$ cat src/rtl/axi_7seg_mux_ctrl.sv
// axi_7seg_mux_ctrl: AXI4-Lite multiplexed 7-segment controller with refresh divider, blanking and byte strobes.
// Define SEG7_PWM_EN to add the BRIGHT register (0x10) and PWM dimming of the active digit.
module axi_7seg_mux_ctrl #(
   parameter int                   NDISP      = 8,
   parameter bit                   MODE_DISP  = 1'b1,
   parameter bit                   MODE_SEG   = 1'b1,
   parameter int                   ADDR_WIDTH = 5,
   parameter int                   DATA_WIDTH = 32,
   parameter int                   DIV_WIDTH  = 20,
   parameter logic [DIV_WIDTH-1:0] DIV_RESET  = 20'hFFFFF
) (
   input  logic                  clk,
   input  logic                  nrst,
   input  logic [ADDR_WIDTH-1:0] awaddr_i,
   input  logic [2:0]            awprot_i,
   input  logic                  awvalid_i,
   output logic                  awready_o,
   input  logic [DATA_WIDTH-1:0] wdata_i,
   input  logic [3:0]            wstrb_i,
   input  logic                  wvalid_i,
   output logic                  wready_o,
   output logic [1:0]            bresp_o,
   output logic                  bvalid_o,
   input  logic                  bready_i,
   input  logic [ADDR_WIDTH-1:0] araddr_i,
   input  logic [2:0]            arprot_i,
   input  logic                  arvalid_i,
   output logic                  arready_o,
   output logic [DATA_WIDTH-1:0] rdata_o,
   output logic [1:0]            rresp_o,
   output logic                  rvalid_o,
   input  logic                  rready_i,
   output logic [NDISP-1:0]      seg_o,
   output logic [6:0]            abcdefg_o,
   output logic                  dp_o
);
   typedef enum logic [1:0] {W_IDLE, W_HAVE_AW, W_HAVE_W, W_RESP} wstate_t;
   typedef enum logic {R_IDLE, R_DATA} rstate_t;

   localparam int AW = ADDR_WIDTH - 2;
   localparam logic [AW-1:0] A_DIGITS = AW'(0);
   localparam logic [AW-1:0] A_DP     = AW'(1);
   localparam logic [AW-1:0] A_CTRL   = AW'(2);
   localparam logic [AW-1:0] A_DIV    = AW'(3);
`ifdef SEG7_PWM_EN
   localparam logic [AW-1:0] A_BRIGHT = AW'(4);
   localparam int N_REGS = 5;
`else
   localparam int N_REGS = 4;
`endif
   // Per-register writable bit masks; storage outside them stays zero so reads are RAZ.
   localparam logic [31:0] DIG_M  = 32'hFFFF_FFFF >> (32 - 4 * NDISP);
   localparam logic [31:0] DP_M   = 32'hFFFF_FFFF >> (32 - NDISP);
   localparam logic [31:0] CTRL_M = (DP_M << 8) | 32'd1;
   localparam logic [31:0] DIV_M  = 32'hFFFF_FFFF >> (32 - DIV_WIDTH);
   localparam logic [2:0]  LAST   = 3'(NDISP - 1);
   localparam logic [6:0]  HEX [16] = '{7'h7E, 7'h30, 7'h6D, 7'h79, 7'h33, 7'h5B, 7'h5F, 7'h70,
                                       7'h7F, 7'h7B, 7'h77, 7'h1F, 7'h4E, 7'h3D, 7'h4F, 7'h47};

   function automatic logic [31:0] mrg(input logic [31:0] old, input logic [31:0] nw,
                                       input logic [31:0] m, input logic [31:0] keep);
      return ((old & ~m) | (nw & m)) & keep;
   endfunction

   wstate_t ws_q, ws_d;
   rstate_t rs_q, rs_d;
   logic awready_q, wready_q, arready_q, bvalid_q, rvalid_q;
   logic [1:0] bresp_q, rresp_q;
   logic [31:0] rdata_q, wdata_q;
   logic [3:0] wstrb_q;
   logic [AW-1:0] awaddr_q;
   logic [31:0] digits_q, dpreg_q, ctrl_q, div_q;
   logic [DIV_WIDTH-1:0] cnt_q;
   logic [2:0] idx_q;
   logic [NDISP-1:0] seg_q;
   logic [6:0] abc_q;
   logic dpo_q;
   logic aw_hs, w_hs, ar_hs, have_aw, have_w, do_wr, wr_ok, rd_ok, div_wr, wrap, active;
   logic [AW-1:0] wa, ra;
   logic [31:0] wd, bmask, rd_val;
   logic [3:0] wsb, nib;
   logic [2:0] idx_nx;
   logic unused_bits;

   assign unused_bits = ^{awprot_i, arprot_i, awaddr_i[1:0], araddr_i[1:0]};

   assign aw_hs   = awvalid_i & awready_q;
   assign w_hs    = wvalid_i & wready_q;
   assign ar_hs   = arvalid_i & arready_q;
   assign have_aw = aw_hs | (ws_q == W_HAVE_AW);
   assign have_w  = w_hs | (ws_q == W_HAVE_W);
   assign do_wr   = have_aw & have_w;
   assign wa      = (ws_q == W_HAVE_AW) ? awaddr_q : awaddr_i[ADDR_WIDTH-1:2];
   assign wd      = (ws_q == W_HAVE_W) ? wdata_q : wdata_i;
   assign wsb     = (ws_q == W_HAVE_W) ? wstrb_q : wstrb_i;
   assign bmask   = {{8{wsb[3]}}, {8{wsb[2]}}, {8{wsb[1]}}, {8{wsb[0]}}};
   assign wr_ok   = int'(wa) < N_REGS;
   assign ra      = araddr_i[ADDR_WIDTH-1:2];
   assign rd_ok   = int'(ra) < N_REGS;
   assign div_wr  = do_wr & (wa == A_DIV);

`ifdef SEG7_PWM_EN
   logic [31:0] bright_q;
   logic [3:0] pwm_q;
   always_ff @(posedge clk or negedge nrst)
      if (!nrst) pwm_q <= '0;
      else pwm_q <= pwm_q + 4'd1;
`endif

   always_comb begin
      ws_d = (ws_q == W_RESP) ? (bready_i ? W_IDLE : W_RESP) :
             do_wr ? W_RESP : have_aw ? W_HAVE_AW : have_w ? W_HAVE_W : W_IDLE;
      rs_d = (rs_q == R_DATA) ? (rready_i ? R_IDLE : R_DATA) : (ar_hs ? R_DATA : R_IDLE);
   end

   always_comb begin
      rd_val = '0;
      case (ra)
         A_DIGITS: rd_val = digits_q;
         A_DP:     rd_val = dpreg_q;
         A_CTRL:   rd_val = ctrl_q;
         A_DIV:    rd_val = div_q;
`ifdef SEG7_PWM_EN
         A_BRIGHT: rd_val = bright_q;
`endif
         default:  rd_val = '0;
      endcase
   end

   always_ff @(posedge clk or negedge nrst)
      if (!nrst) begin
         ws_q      <= W_IDLE;
         rs_q      <= R_IDLE;
         awready_q <= 1'b0;
         wready_q  <= 1'b0;
         arready_q <= 1'b0;
         bvalid_q  <= 1'b0;
         rvalid_q  <= 1'b0;
         bresp_q   <= '0;
         rresp_q   <= '0;
         rdata_q   <= '0;
         awaddr_q  <= '0;
         wdata_q   <= '0;
         wstrb_q   <= '0;
      end else begin
         ws_q      <= ws_d;
         rs_q      <= rs_d;
         awready_q <= (ws_d == W_IDLE) || (ws_d == W_HAVE_W);
         wready_q  <= (ws_d == W_IDLE) || (ws_d == W_HAVE_AW);
         bvalid_q  <= ws_d == W_RESP;
         arready_q <= rs_d == R_IDLE;
         rvalid_q  <= rs_d == R_DATA;
         if (aw_hs) awaddr_q <= awaddr_i[ADDR_WIDTH-1:2];
         if (w_hs) begin
            wdata_q <= wdata_i;
            wstrb_q <= wstrb_i;
         end
         if (do_wr) bresp_q <= wr_ok ? 2'b00 : 2'b10;
         // Registers update on this same edge, so rd_val is the pre-write value.
         if (ar_hs) begin
            rdata_q <= rd_ok ? rd_val : '0;
            rresp_q <= rd_ok ? 2'b00 : 2'b10;
         end
      end

   always_ff @(posedge clk or negedge nrst)
      if (!nrst) begin
         digits_q <= '0;
         dpreg_q  <= '0;
         ctrl_q   <= '0;
         div_q    <= 32'(DIV_RESET) & DIV_M;
`ifdef SEG7_PWM_EN
         bright_q <= 32'hF;
`endif
      end else if (do_wr) begin
         if (wa == A_DIGITS) digits_q <= mrg(digits_q, wd, bmask, DIG_M);
         if (wa == A_DP) dpreg_q <= mrg(dpreg_q, wd, bmask, DP_M);
         if (wa == A_CTRL) ctrl_q <= mrg(ctrl_q, wd, bmask, CTRL_M);
         if (wa == A_DIV) div_q <= mrg(div_q, wd, bmask, DIV_M);
`ifdef SEG7_PWM_EN
         if (wa == A_BRIGHT) bright_q <= mrg(bright_q, wd, bmask, 32'hF);
`endif
      end

   assign wrap   = cnt_q == div_q[DIV_WIDTH-1:0];
   assign idx_nx = (idx_q == LAST) ? 3'd0 : idx_q + 3'd1;

   always_ff @(posedge clk or negedge nrst)
      if (!nrst) begin
         cnt_q <= '0;
         idx_q <= '0;
      end else begin
         cnt_q <= (div_wr || wrap) ? '0 : cnt_q + 1'b1;
         idx_q <= div_wr ? 3'd0 : wrap ? idx_nx : idx_q;
      end

   assign nib = digits_q[{idx_q, 2'b00} +: 4];
`ifdef SEG7_PWM_EN
   assign active = ctrl_q[0] & ~ctrl_q[5'(idx_q) + 5'd8] & (pwm_q <= bright_q[3:0]);
`else
   assign active = ctrl_q[0] & ~ctrl_q[5'(idx_q) + 5'd8];
`endif

   // Inactive levels XORed with the active pattern give both polarities.
   always_ff @(posedge clk or negedge nrst)
      if (!nrst) begin
         seg_q <= {NDISP{MODE_DISP}};
         abc_q <= {7{~MODE_SEG}};
         dpo_q <= ~MODE_SEG;
      end else begin
         seg_q <= {NDISP{MODE_DISP}} ^ (NDISP'(active) << idx_q);
         abc_q <= {7{~MODE_SEG}} ^ (active ? HEX[nib] : 7'd0);
         dpo_q <= ~MODE_SEG ^ (active & dpreg_q[5'(idx_q)]);
      end

   assign awready_o = awready_q;
   assign wready_o  = wready_q;
   assign arready_o = arready_q;
   assign bvalid_o  = bvalid_q;
   assign bresp_o   = bresp_q;
   assign rvalid_o  = rvalid_q;
   assign rresp_o   = rresp_q;
   assign rdata_o   = rdata_q;
   assign seg_o     = seg_q;
   assign abcdefg_o = abc_q;
   assign dp_o      = dpo_q;
endmodule

$ cat config.mk
export PLATFORM = sky130hd
export DESIGN_NAME = axi_7seg_mux_ctrl
export DESIGN_NICKNAME = d
export VERILOG_FILES = /design/src/rtl/axi_7seg_mux_ctrl.sv
export SDC_FILE = /design/constraint.sdc
export NUM_CORES = 1
export LEC_CHECK = 0
export ABC_AREA = 1
export CAP_MARGIN = 40
export CORE_MARGIN = 2
export CORE_UTILIZATION = 55
export DETAILED_ROUTE_END_ITERATION = 12
export PLACE_DENSITY = 0.79
export SLEW_MARGIN = 40
export SYNTH_ARGS = -nofsm -noshare
export SYNTH_HDL_FRONTEND = slang
export SYNTH_SLANG_ARGS = --single-unit
$ cat constraint.sdc
create_clock -name clk -period 2.3 [get_ports clk]
set_input_delay 0.345 -clock clk [delete_from_list [all_inputs] [get_ports clk]]
set_output_delay 0.345 -clock clk [all_outputs]
set_load 0.05 [all_outputs]
==> results.yml <==
layout:
  final_area_mm2: 0.0111
  nets: 1284
  drive_gt1_frac: 0.0879
  syn_to_final_growth_pct: 20.7
  antenna_cells: 0
  post-route-util: 0.674
  layout.cells.non_filler: 1449
  nFillCells: 1303
timing:
  report.final.hold_viol_count: 0
  min_period_over_period: 0.912
  period_needed_ps: 2100
  setup-tns-final_ps: 0
  rsz0062_at_grt: "no"
  fin_skew_ps: 12.1
  worst_pin_slew_ps: 669
  setup-violations-final: 0
  achievable-frequency_mhz: 477
  slew_violations: 0
  hold_ws_ps: 454
  slew_headroom: 0.549
  final.setup.worst_slack_ps: 203
floorplan:
  die_area_mm2: 0.0177
  initial_utilization: 0.558
  die_y_um: 133
  coreArea_mm2: 0.0164
  fp.dieW_um: 133
  rows: 47
  io-pin-count: 116
placement:
  place_congestion: 0.911
  placed_cell_area_mm2: 0.0104
  port_buffers: 103
  dp.cells: 1416
  dpl_worst_slack_ps: 198
  dp_hpwl_mm: 16.3
power:
  p_leak_nw: 5.21
  ir_worst_vdd_mv: 0.919
  powerDensity_mw_per_mm2: 1220
  power_mw: 13.5
clocking:
  cts_made_buffers: 17
  cts_root_buffer: "clkbuf_16"
  ctsResizeCount: 0
  cts_tree: "built"
  path_clk_slew_ps: 70
  cts_buffer_depth: 2
  cts_max_level: 4
  clk_latency_ps: 440
  cts.sinks: 188
routing:
  route.detailed.drc: 0
  vias_per_cell: 5.28
  drt-total-wl_mm: 22.1
  vias: 7652
  drtIter0Drc: 700
  wire_per_inst_um: 15.3
  drt.antenna.violating_nets: 0
  drt_pass1_iterations: 5
setup_path:
  critPathBufInv: 1
  required_ps: 1960
  cp-end-kind: "output port"
  r2r_start: "idx_q[1]"
  worst-path-max-fanout: 1
  startpoint_type: "flip-flop"
  crit_cells: 1
  reg2reg_slack_ps: 280
  reg2reg_to: "abcdefg_o[6]"
  r2r_cells: 10
  startpoint: "seg_o[6]"
  critical-path-top-delay-family: "buffers and inverters"
  max_stage_delay_ps: 800
  crit_slowest_cell: "clkdlybuf4s50_1"
  crit_type: "reg -> out"
  crit_chain: "clkdlybuf4s50_1"
  arrival_ps: 1750
grt:
  grt_max_degree: 60
  grt_usage: 0.263
  gr-total-overflow: 0
  grt_first_pass_wirelength_mm: 36.5
  grt_pass1_vias: 7326
  antenna_found_initial: 0
yosys:
  ys_seq_area_frac: 0.517
  synth_ff_type: "dfrtp_1"
  ys_warn_count: 0
  async_flop_share: 1.00
  synthCells: 1121
  synth_edf_count: 0
  syn_area_mm2: 0.00916
  ys_ff_latch: 188
  avgSynthCellArea_um2: 8.17
  synth.distinct_cells: 39
hold_path:
  hp-class: "in -> async"
run:
  cap_viol_max_count: 0
status:
  outcome: "completed"
-- metal layers --
metal,track usage,vias up,share of wire
li1,-,3797,-
met3,0.0414,38,0.057
met1,0.367,3575,0.45
met2,0.416,242,0.47
met4,0.102,0,0.024
met5,0,-,0
-- layout by cell type, fill, tap and decap left out, types with 3 or more instances in the layout --
cell type	instances
nand4_1	19
nor2_1	59
clkdlybuf4s50_1	102
xor2_1	9
o22ai_1	8
o31ai_1	12
nor3_1	5
nand3_1	49
and3_1	3
ha_1	9
buf_4	22
dfrtp_1	160
a21oi_1	15
a221oi_1	10
nor2_4	4
clkinv_4	6
dfstp_2	28
bufinv_16	3
clkbuf_16	17
nand2_1	341
buf_12	4
o21ai_0	150
xnor2_1	21
nand2_2	3
inv_1	119
o21ai_1	23
inv_2	4
-- cells in the mapped netlist (all sizes together) (2+ instances only) --
library cell,instances,area share
a21oi,15,0.0082
a221oi,10,0.0096
and3,3,0.0020
buf,28,0.021
clkbuf,27,0.011
clkinv,2,0.00082
dfrtp,160,0.44
dfstp,28,0.080
ha,9,0.012
inv,123,0.050
nand2,345,0.14
nand3,49,0.027
nand4,19,0.013
nor2,66,0.034
nor2b,2,0.0025
nor3,6,0.0038
o21ai,175,0.097
o22ai,8,0.0055
o31ai,12,0.0098
xnor2,21,0.020
xor2,9,0.0086
-- what timing repair did --
item	4_1_cts	5_1_grt
setup endpoints to repair	0	0
setup buffers	0	0
hold buffers	1	0
hold endpoints to repair	51	0
-- worst max-delay path by stage --
stage / to / slack (ps)
after floorplan: flip-flop / 450
after global placement: rdata_o[10] / 220
after detailed placement: rdata_o[10] / 200
after CTS: seg_o[6] / 190
after global routing: abcdefg_o[6] / 90
final: seg_o[6] / 200
-- cells by family (layout without fill, tap and decap cells) --
logic type | Yosys count | in the layout | synth area share
flops | 188 | 188 | 0.517
compound gates | 222 | 222 | 0.132
buf+inv | 180 | 287 | 0.0829
simple gates | 490 | 490 | 0.225
xor+xnor | 30 | 30 | 0.0287
fa+ha+maj | 9 | 9 | 0.0123
mux | 1 | 1 | 0.00123
other cells | 1 | 2 | 0.000409
-- where the power goes --
part           leakage, nW  internal, mW  switching (mW)
Sequential            2.29          4.63           0.805
Clock                0.296          1.73            1.31
Combinational         2.62          1.64            3.35
Total                 5.21          8.00            5.47
-- area by class of cell --
cell class              count  area [um^2]  area share
repair buffers            130         1290       0.116
multi-input cells         754         3670       0.332
clock inverters            15          191      0.0173
well taps                 220          275      0.0249
flip-flops and latches    188         4740       0.429
inverters                 125          469      0.0424
clock buffers              17          425      0.0385
No activity file was read; power rests on OpenSTA's default activity.
